### config.mk
export PLATFORM = sky130hd
export DESIGN_NAME = pwm_cmp_dt_tx
export DESIGN_NICKNAME = d
export VERILOG_FILES = /design/src/rtl/pwm_cmp_dt_tx.sv
export SDC_FILE = /design/constraint.sdc
export NUM_CORES = 1
export LEC_CHECK = 0
export BUFFER_PORTS_ARGS = -buffer_cell sky130_fd_sc_hd__buf_2
export CAP_MARGIN = 20
export CORE_ASPECT_RATIO = 1.4
export CORE_UTILIZATION = 35
export CTS_CLUSTER_DIAMETER = 200
export CTS_CLUSTER_SIZE = 30
export DETAILED_ROUTE_END_ITERATION = 10
export PLACE_DENSITY = 0.52
export SYNTH_ARGS = -nofsm -noshare
export SYNTH_HDL_FRONTEND = slang
export SYNTH_SLANG_ARGS = --single-unit
### constraint.sdc
create_clock -name clk -period 13.6 [get_ports clk]
set_input_delay 2.72 -clock clk [delete_from_list [all_inputs] [get_ports clk]]
set_output_delay 2.72 -clock clk [all_outputs]
set_load 0.01 [all_outputs]
### src/rtl/pwm_cmp_dt_tx.sv
// pwm_cmp_dt_tx
// Complementary PWM generator for a power stage: the primary switch (pwm_out)
// and the synchronous-rectifier switch (secondary_out) are separated by a
// programmable dead time at both transitions. Period, on-time and dead time
// are double-buffered and take effect at a period boundary only. A soft-start
// ramp limits the on-time after every enable, and a latched fault state forces
// both gates low until it is explicitly cleared.
//
// Strobe semantics: pwm_chg and fault_clr are single-cycle strobes with no
// back-pressure. They are sampled on the rising clock edge they are high for
// and are always accepted. No ready signal exists, so a strobe is never
// stalled or lost.
module pwm_cmp_dt_tx #(
  parameter int CNT_WIDTH  = 16,
  parameter int SS_START   = 8,
  parameter int SS_STEP    = 4,
  parameter int MIN_PERIOD = 4
) (
  input  logic                 clk,
  input  logic                 n_rst,
  input  logic                 en,
  input  logic                 pwm_chg,
  input  logic [CNT_WIDTH-1:0] period_in,
  input  logic [CNT_WIDTH-1:0] on_in,
  input  logic [CNT_WIDTH-1:0] dead_in,
  input  logic                 fault,
  input  logic                 fault_clr,
  output logic                 pwm_out,
  output logic                 secondary_out,
  output logic                 period_start,
  output logic                 fault_flag,
  output logic [1:0]           state
);

  localparam logic [CNT_WIDTH-1:0] MIN_PER  = CNT_WIDTH'(MIN_PERIOD);
  localparam logic [CNT_WIDTH-1:0] SS_INIT  = CNT_WIDTH'(SS_START);
  localparam logic [CNT_WIDTH-1:0] SS_INC   = CNT_WIDTH'(SS_STEP);
  localparam logic [CNT_WIDTH-1:0] CNT_ONE  = CNT_WIDTH'(1);
  localparam logic [CNT_WIDTH-1:0] CNT_ZERO = '0;

  typedef enum logic [1:0] {
    ST_IDLE  = 2'd0,
    ST_SOFT  = 2'd1,
    ST_RUN   = 2'd2,
    ST_FAULT = 2'd3
  } state_t;

  state_t state_q;
  state_t state_d;

  // Shadow (written by pwm_chg) and active (used by the counter) settings
  logic [CNT_WIDTH-1:0] sh_per;
  logic [CNT_WIDTH-1:0] sh_on;
  logic [CNT_WIDTH-1:0] sh_dead;
  logic                 pend;
  logic [CNT_WIDTH-1:0] act_per;
  logic [CNT_WIDTH-1:0] act_on;
  logic [CNT_WIDTH-1:0] act_dead;

  // Period counter and soft-start limit
  logic [CNT_WIDTH-1:0] cnt;
  logic [CNT_WIDTH-1:0] ss_lim;
  logic [CNT_WIDTH:0]   ss_sum;
  logic [CNT_WIDTH-1:0] ss_next;

  // Decode intermediates, one bit wider so dead-time arithmetic cannot wrap
  logic [CNT_WIDTH:0]   per_w;
  logic [CNT_WIDTH:0]   dead2_w;
  logic [CNT_WIDTH:0]   lim_w;
  logic [CNT_WIDTH-1:0] on_eff;
  logic [CNT_WIDTH:0]   sec_lo_w;
  logic [CNT_WIDTH:0]   cnt_dead_w;
  logic                 pwm_d;
  logic                 sec_d;

  logic running;
  logic run_next;
  logic boundary;

  assign running  = (state_q == ST_SOFT) || (state_q == ST_RUN);
  assign run_next = (state_d == ST_SOFT) || (state_d == ST_RUN);
  assign boundary = running && (cnt == (act_per - CNT_ONE));

  assign state        = state_q;
  assign fault_flag   = (state_q == ST_FAULT);
  assign period_start = running && (cnt == CNT_ZERO);

  // State register
  always_ff @(posedge clk or negedge n_rst) begin
    if (!n_rst) begin
      state_q <= ST_IDLE;
    end else begin
      state_q <= state_d;
    end
  end

  // Next-state logic; fault overrides every other condition
  always_comb begin
    state_d = state_q;
    if (fault) begin
      state_d = ST_FAULT;
    end else begin
      case (state_q)
        ST_IDLE: begin
          if (en) state_d = ST_SOFT;
        end
        ST_SOFT: begin
          if (!en) begin
            state_d = ST_IDLE;
          end else if (boundary && (ss_lim >= act_on)) begin
            state_d = ST_RUN;
          end
        end
        ST_RUN: begin
          if (!en) state_d = ST_IDLE;
        end
        ST_FAULT: begin
          if (fault_clr) state_d = ST_IDLE;
        end
        default: state_d = ST_IDLE;
      endcase
    end
  end

  // Shadow capture on pwm_chg; pend remembers an unapplied update. A strobe in
  // the boundary cycle re-arms pend, so it is applied at the next boundary.
  always_ff @(posedge clk or negedge n_rst) begin
    if (!n_rst) begin
      sh_per  <= MIN_PER;
      sh_on   <= '0;
      sh_dead <= '0;
      pend    <= 1'b0;
    end else begin
      if (pwm_chg) begin
        sh_per  <= (period_in < MIN_PER) ? MIN_PER : period_in;
        sh_on   <= on_in;
        sh_dead <= dead_in;
        pend    <= 1'b1;
      end else if ((state_q == ST_IDLE) || (boundary && pend)) begin
        pend    <= 1'b0;
      end
    end
  end

  // Active settings follow the shadow freely in IDLE, otherwise only at a boundary
  always_ff @(posedge clk or negedge n_rst) begin
    if (!n_rst) begin
      act_per  <= MIN_PER;
      act_on   <= '0;
      act_dead <= '0;
    end else if ((state_q == ST_IDLE) || (boundary && pend)) begin
      act_per  <= sh_per;
      act_on   <= sh_on;
      act_dead <= sh_dead;
    end
  end

  // Saturating soft-start increment
  always_comb begin
    ss_sum  = {1'b0, ss_lim} + {1'b0, SS_INC};
    ss_next = ss_sum[CNT_WIDTH] ? '1 : ss_sum[CNT_WIDTH-1:0];
  end

  // Period counter: free-running while active, parked at 0 otherwise
  always_ff @(posedge clk or negedge n_rst) begin
    if (!n_rst) begin
      cnt <= '0;
    end else if (running && run_next) begin
      cnt <= boundary ? CNT_ZERO : (cnt + CNT_ONE);
    end else begin
      cnt <= '0;
    end
  end

  // Soft-start limit: reloaded on enable, stepped once per SOFT period
  always_ff @(posedge clk or negedge n_rst) begin
    if (!n_rst) begin
      ss_lim <= '0;
    end else if ((state_q == ST_IDLE) && (state_d == ST_SOFT)) begin
      ss_lim <= SS_INIT;
    end else if ((state_q == ST_SOFT) && boundary) begin
      ss_lim <= ss_next;
    end
  end

  // Largest on-time that still leaves a dead time at both edges
  always_comb begin
    per_w   = {1'b0, act_per};
    dead2_w = {act_dead, 1'b0};
    lim_w   = '0;
    if (dead2_w < per_w) lim_w = per_w - dead2_w;
  end

  // Effective on-time: request, clamped by the dead-time limit and the soft-start ramp
  always_comb begin
    on_eff = act_on;
    if (lim_w < {1'b0, act_on}) on_eff = lim_w[CNT_WIDTH-1:0];
    if ((state_q == ST_SOFT) && (ss_lim < on_eff)) on_eff = ss_lim;
  end

  // Gate decode from the current count; the secondary window starts one dead
  // time after the primary falls and ends one dead time before the period wraps
  always_comb begin
    sec_lo_w   = {1'b0, on_eff} + {1'b0, act_dead};
    cnt_dead_w = {1'b0, cnt} + {1'b0, act_dead};
    pwm_d      = (cnt < on_eff) && (on_eff != CNT_ZERO);
    sec_d      = ({1'b0, cnt} >= sec_lo_w) && (cnt_dead_w < per_w);
  end

  // Registered gate drives; forced low on the edge that leaves SOFT/RUN
  always_ff @(posedge clk or negedge n_rst) begin
    if (!n_rst) begin
      pwm_out       <= 1'b0;
      secondary_out <= 1'b0;
    end else if (running && run_next) begin
      pwm_out       <= pwm_d;
      secondary_out <= sec_d;
    end else begin
      pwm_out       <= 1'b0;
      secondary_out <= 1'b0;
    end
  end

endmodule

==> metrics.yaml, run 1 <==
rsz0062_at_grt: "false"
worstSetupStartpointType: "register"
report.final.slew_viol_count: 0
grt_util_met1: 0.240
drt-initial-drc-count: 411
fin_setup_tns_ns: 0
outcome: "finished, violations left"
fillers: 3132
crit_arrival_ns: 11.03
layout.nets: 1451
place_congestion: 0.908
clock_latency_ns: 0.45
mostFrequentLayoutCells: "ha_1 (148), dfrtp_1 (130), inv_1 (95), mux2_2 (91), nor2_1 (84)"
cts_sinks: 132
cts_max_level: 4
ys_ff_latch: 132
met3_usage: 0.0279
violations: "DRC"
maxCapViolations: 0
synthArstFlopShare: 1.00
required_ns: 13.99
crit_slowest_cell: "o211ai_2"
grt_overflow: 0
worst_slew_pin_slew_ns: 0.956
drive_above_1_share: 0.175
synth_cell_type_count: 72
cts-resized-gates: 0
synth_edf_count: 0
grt.busiest_layer: "met2"
layout_commonest_cell: "ha_1"
ys_dominant_reg_cell: "dfrtp_1"
grt_max_degree: 75
timing.final.crit_share: 0.783
area_growth_pct: 11.7
finalSetupViolations: 0
start_util: 0.355
ioPinCount: 60
hold_viol: 0
antenna_cells: 0
die_h_um: 214
row_count: 77
fp.dieW_um: 153
cts_hold_buf: 0
fin_crit_ns: 10.64
cts_buffers: 17
finClkSkew_ns: 0.0118
via_count: 9109
synthesis.nets: 1396
grt_pass1_vias: 9011
cts_max_path_buffers: 2
drtAntennaViolNets: 0
wl_um: 33600
end_kind: "register"
io_buffers: 59
hold_path_class: "reg -> reg"
fin_util: 0.396
worstSetupPathType: "reg -> reg"
grt.met2_usage: 0.396
root_buffer: "clkbuf_16"
avgSynthCellArea_um2: 9.39
hpwl_um: 26100
grtUsageTotal: 0.212
slowest_delay_ns: 0.66
cts_setup_buffers: 0
slew_headroom: 0.355
yosysWarnings: 0
antenna_found_initial: 0
crit_top_cell: "o21ai_0"
synth_cells: 1191
drt_first_pass_iters: 8
coreArea_um2: 31500
fmax_ghz: 0.0939
die-area_um2: 32700
grt_pass1_wl_um: 52100
tritoncts: "built"
ys_seq_area_frac: 0.296
vias_per_cell: 5.51
path_clk_slew_ns: 0.07
synth_area_um2: 11200
crit_fanout: 40
wl_per_cell_um: 20.3
drc: 1
[per-stage QoR]
stage,hold WS (ns),area (µm²),cells,setup WS [ns]
floorplan,0.466,11200,1191,4.33
global placement,0.486,11900,1621,3.38
detailed placement,0.491,11900,1621,3.08
CTS,0.499,12500,1653,3.04
global route,0.516,12500,1654,2.05
finish,0.496,12500,1654,2.96
[final cells by class]
type,instances,area (µm²),area share
flip-flops and latches,132,3310,0.265
repair buffers,65,367,0.0294
clock inverters,13,138,0.0110
multi-input cells,935,7380,0.591
inverters,95,357,0.0286
clock buffers,19,443,0.0355
well taps,395,494,0.0396
[state kept, by name (all words and copies together), names as in the netlist]
| name | cells |
|---|---|
| sh_dead | 16 |
| act_on | 16 |
| act_per | 16 |
| secondary_out | 1 |
| sh_per | 16 |
| cnt | 16 |
| pwm_out | 1 |
| pend | 1 |
| ss_lim | 15 |
| sh_on | 16 |
| act_dead | 16 |
| state | 2 |
[routing by layer]
metal / wire, µm / vias to the layer above
li1: - / 4474
met1: 13900 / 4418
met5: 0 / -
met4: 1270 / 0
met2: 17600 / 171
met3: 869 / 46
[cell usage after synthesis (4+ instances only)]
cell type  number  area share
a21oi_1        68       0.030
o21ai_0        52       0.023
nand2b_1       12      0.0067
a211oi_1       16       0.011
a21o_1         32       0.021
and4_1          5      0.0039
mux2i_1         9      0.0081
buf_1           4      0.0013
nor3_1         27       0.012
mux2_2         91       0.092
and3_1         20       0.011
mux2_4         18       0.024
nand3_1        34       0.015
ha_1          148        0.17
nor2b_1        10      0.0056
nand4_1        18       0.010
dfrtp_1       130        0.29
o211ai_1        7      0.0047
nor4_1         20       0.011
o31ai_1         5      0.0034
a31oi_1        17      0.0095
nor2_1         84       0.028
o211a_1         4      0.0036
o21a_1         23       0.015
inv_1          95       0.032
xor2_1         32       0.025
and2_1          9      0.0050
buf_2           7      0.0031
nand2_1        67       0.022
a211o_1         6      0.0047
xnor2_1        38       0.030
clkbuf_1       13      0.0044
[worst paths after layout]
kind | from | endpoint | slack [ns] | cells after the start
min in group asynchronous | n_rst | cnt[6] | 2.24 | 1
max in group asynchronous | n_rst | act_on[0] | 9.97 | 2
max | act_per[1] | secondary_out | 2.96 | 45
max reg2reg | act_per[1] | secondary_out | 2.96 | 45
min reg2reg | sh_dead[4] | act_dead[4] | 0.50 | 1
min | sh_dead[4] | act_dead[4] | 0.50 | 1
[critical path, delay by kind of cell, from the launching register on]
kind	cells	cell delay, ns
xor+xnor	1	0.10
buf+inv	4	0.65
compound gates	27	6.32
mux	1	0.40
simple gates	6	0.89
fa+ha+maj	6	1.79
flops	1	0.40
[cells by family (layout without fill, tap and decap cells)]
group                    Yosys count  count (layout)  share of synthesized area
AO/OA/AOI/OAI                    268             268                      0.159
AND/OR/NAND/NOR                  328             328                      0.151
buffers and inverters            124             192                     0.0451
XOR/XNOR                          70              70                     0.0548
flip-flops                       132             132                      0.296
multiplexers                     118             118                      0.124
adder cells (fa/ha/maj)          151             151                      0.171
Power of run 1 is left out: the tool's default activity adds up to more than one toggle a clock period on the data nets, which glitch-free logic cannot reach.
==> run 2: changes to the inputs <==
- ABC_AREA: not set -> 1
- clock period: 13.6 -> 10.4 ns (I/O delays scaled with it)
==> metrics.yaml, run 2 <==
worstSetupPathType: "reg -> reg"
required_ns: 10.76
report.final.slew_viol_count: 0
fillers: 3171
startpoint: "act_per[1]"
avgSynthCellArea_um2: 7.47
row_count: 75
ioPinCount: 60
area_growth_pct: 11.7
fp.dieW_um: 150
grt_pass1_wl_um: 50300
yosysTopAreaCell: "dfrtp_1"
cts_max_level: 4
crit_fanout: 30
finalSetupViolations: 0
synthArstFlopShare: 1.00
grtUsageTotal: 0.213
timing.final.ws_setup_ns: 1.01
hpwl_um: 25100
synth_cells: 1440
drc: 0
slew_headroom: 0.280
cts_buffers: 17
grt_pass1_vias: 9240
whs_path_depth: 2
hp-start: "sh_on[8]"
die_h_um: 209
synth_top_area_frac: 0.303
drtAntennaViolNets: 0
ys_dominant_reg_cell: "dfrtp_1"
fin_crit_ns: 9.39
grt_max_degree: 98
clock_latency_ns: 0.45
timing.final.crit_share: 0.903
start_util: 0.357
ys_seq_area_frac: 0.307
cts_hold_buf: 0
hold_viol: 0
grt_overflow: 0
synthesis.nets: 1645
place_worst_setup_slack_ns: 1.20
multi_input_area_um2: 6540
worst_slew_pin_slew_ns: 1.07
cts_sinks: 132
vias_per_cell: 4.98
drt-initial-drc-count: 533
crit_arrival_ns: 9.75
finClkSkew_ns: 0.0105
drt_first_pass_iters: 5
coreArea_um2: 30100
fmax_ghz: 0.107
end_kind: "register"
antenna_found_initial: 0
timing.rr.start: "act_per[1]"
netlist_top_cells_area: "dfrtp_1 (30%), ha_1 (17%), nand2_1 (12%)"
cts_setup_buffers: 0
wl_um: 31400
crit_top_cell: "a21oi_1"
layoutNonFillerInstCount: 1890
synth_edf_count: 0
seqCellArea_um2: 3310
cts_max_path_buffers: 2
path_clk_slew_ns: 0.06
layout.nets: 1697
mostFrequentLayoutCells: "nand2_1 (354), inv_1 (201), ha_1 (148), dfrtp_1 (130), nor2_1 (107)"
dp.cells: 1858
tritoncts: "built"
maxCapViolations: 0
rsz0062_at_grt: "false"
layout_commonest_cell: "nand2_1"
io_buffers: 59
worstSetupStartpointType: "register"
root_buffer: "clkbuf_16"
worstRegToRegCells: 58
placed_cell_area_um2: 11400
outcome: "complete, no violations"
holdPathEnd: "sh_on[8]"
synthTopCellsByCount: "nand2_1 (354), inv_1 (201), ha_1 (148), dfrtp_1 (130), nor2_1 (107)"
slowest_delay_ns: 0.60
design_area_um2: 12000
antenna_cells: 0
synth_cell_type_count: 51
yosysWarnings: 0
via_count: 9404
place_congestion: 0.942
synthMostInstantiatedCell: "nand2_1"
cts-resized-gates: 0
wl_per_cell_um: 16.6
reg2reg_to: "secondary_out"
drive_above_1_share: 0.0970
fin_setup_tns_ns: 0
ys_ff_latch: 132
hold_path_class: "reg -> reg"
die-area_um2: 31400
crit_slowest_cell: "o21ai_0"
rrSetupSlack_ns: 1.01
synth_area_um2: 10800
==> run 2: cell types whose count changed after synthesis, moves of 23 or more <==
cell and change:
nand2_1 +287, inv_1 +106, mux2_2 -91, o21ai_0 +54, a21o_1 -25, xnor2_1 -25
nor2_1 +23
==> run 2: worst max path at each step <==
| stage | endpoint | depth (start not counted) |
|---|---|---|
| finish | secondary_out | 58 |
| global route | secondary_out | 58 |
| detailed placement | secondary_out | 58 |
| global placement | secondary_out | 56 |
| floorplan | secondary_out | 58 |
| CTS | secondary_out | 58 |
==> run 2: cell type report <==
cell class	count	area share
multi-input combinational	1072	0.544
clock inverter	14	0.0127
sequential	132	0.275
tap	385	0.0401
timing repair buffer	62	0.0270
clock buffer	18	0.0357
inverter	207	0.0647
==> run 2: cell families after synthesis <==
logic type / count (synthesis) / share of synthesized area
xor+xnor: 61 / 0.0497
fa+ha+maj: 151 / 0.178
simple gates: 588 / 0.232
compound gates: 272 / 0.148
flops: 132 / 0.307
buf+inv: 236 / 0.0852
==> run 2: metrics by stage <==
step / utilization / hold WS (ns)
CTS: 0.399 / 0.474
floorplan: - / 0.442
global route: 0.399 / 0.493
global placement: 0.379 / 0.454
finish: 0.399 / 0.467
detailed placement: 0.379 / 0.459
==> run 2: metal layers <==
metal | up-vias | share of wire | GRT usage
met3 | 48 | 0.025 | 0.0280
met5 | - | 0 | 0
met1 | 4368 | 0.46 | 0.273
met2 | 155 | 0.49 | 0.359
met4 | 0 | 0.031 | 0.0846
li1 | 4833 | - | -
==> run 2: critical path: cells and delay by family, from the launching register on <==
family | cells | cell delay (ns)
buffers and inverters | 8 | 0.85
AO/OA/AOI/OAI | 18 | 2.78
adder cells (fa/ha/maj) | 7 | 2.09
AND/OR/NAND/NOR | 24 | 3.09
XOR/XNOR | 1 | 0.06
flip-flops | 1 | 0.37
Power of run 2 is left out for the same reason.
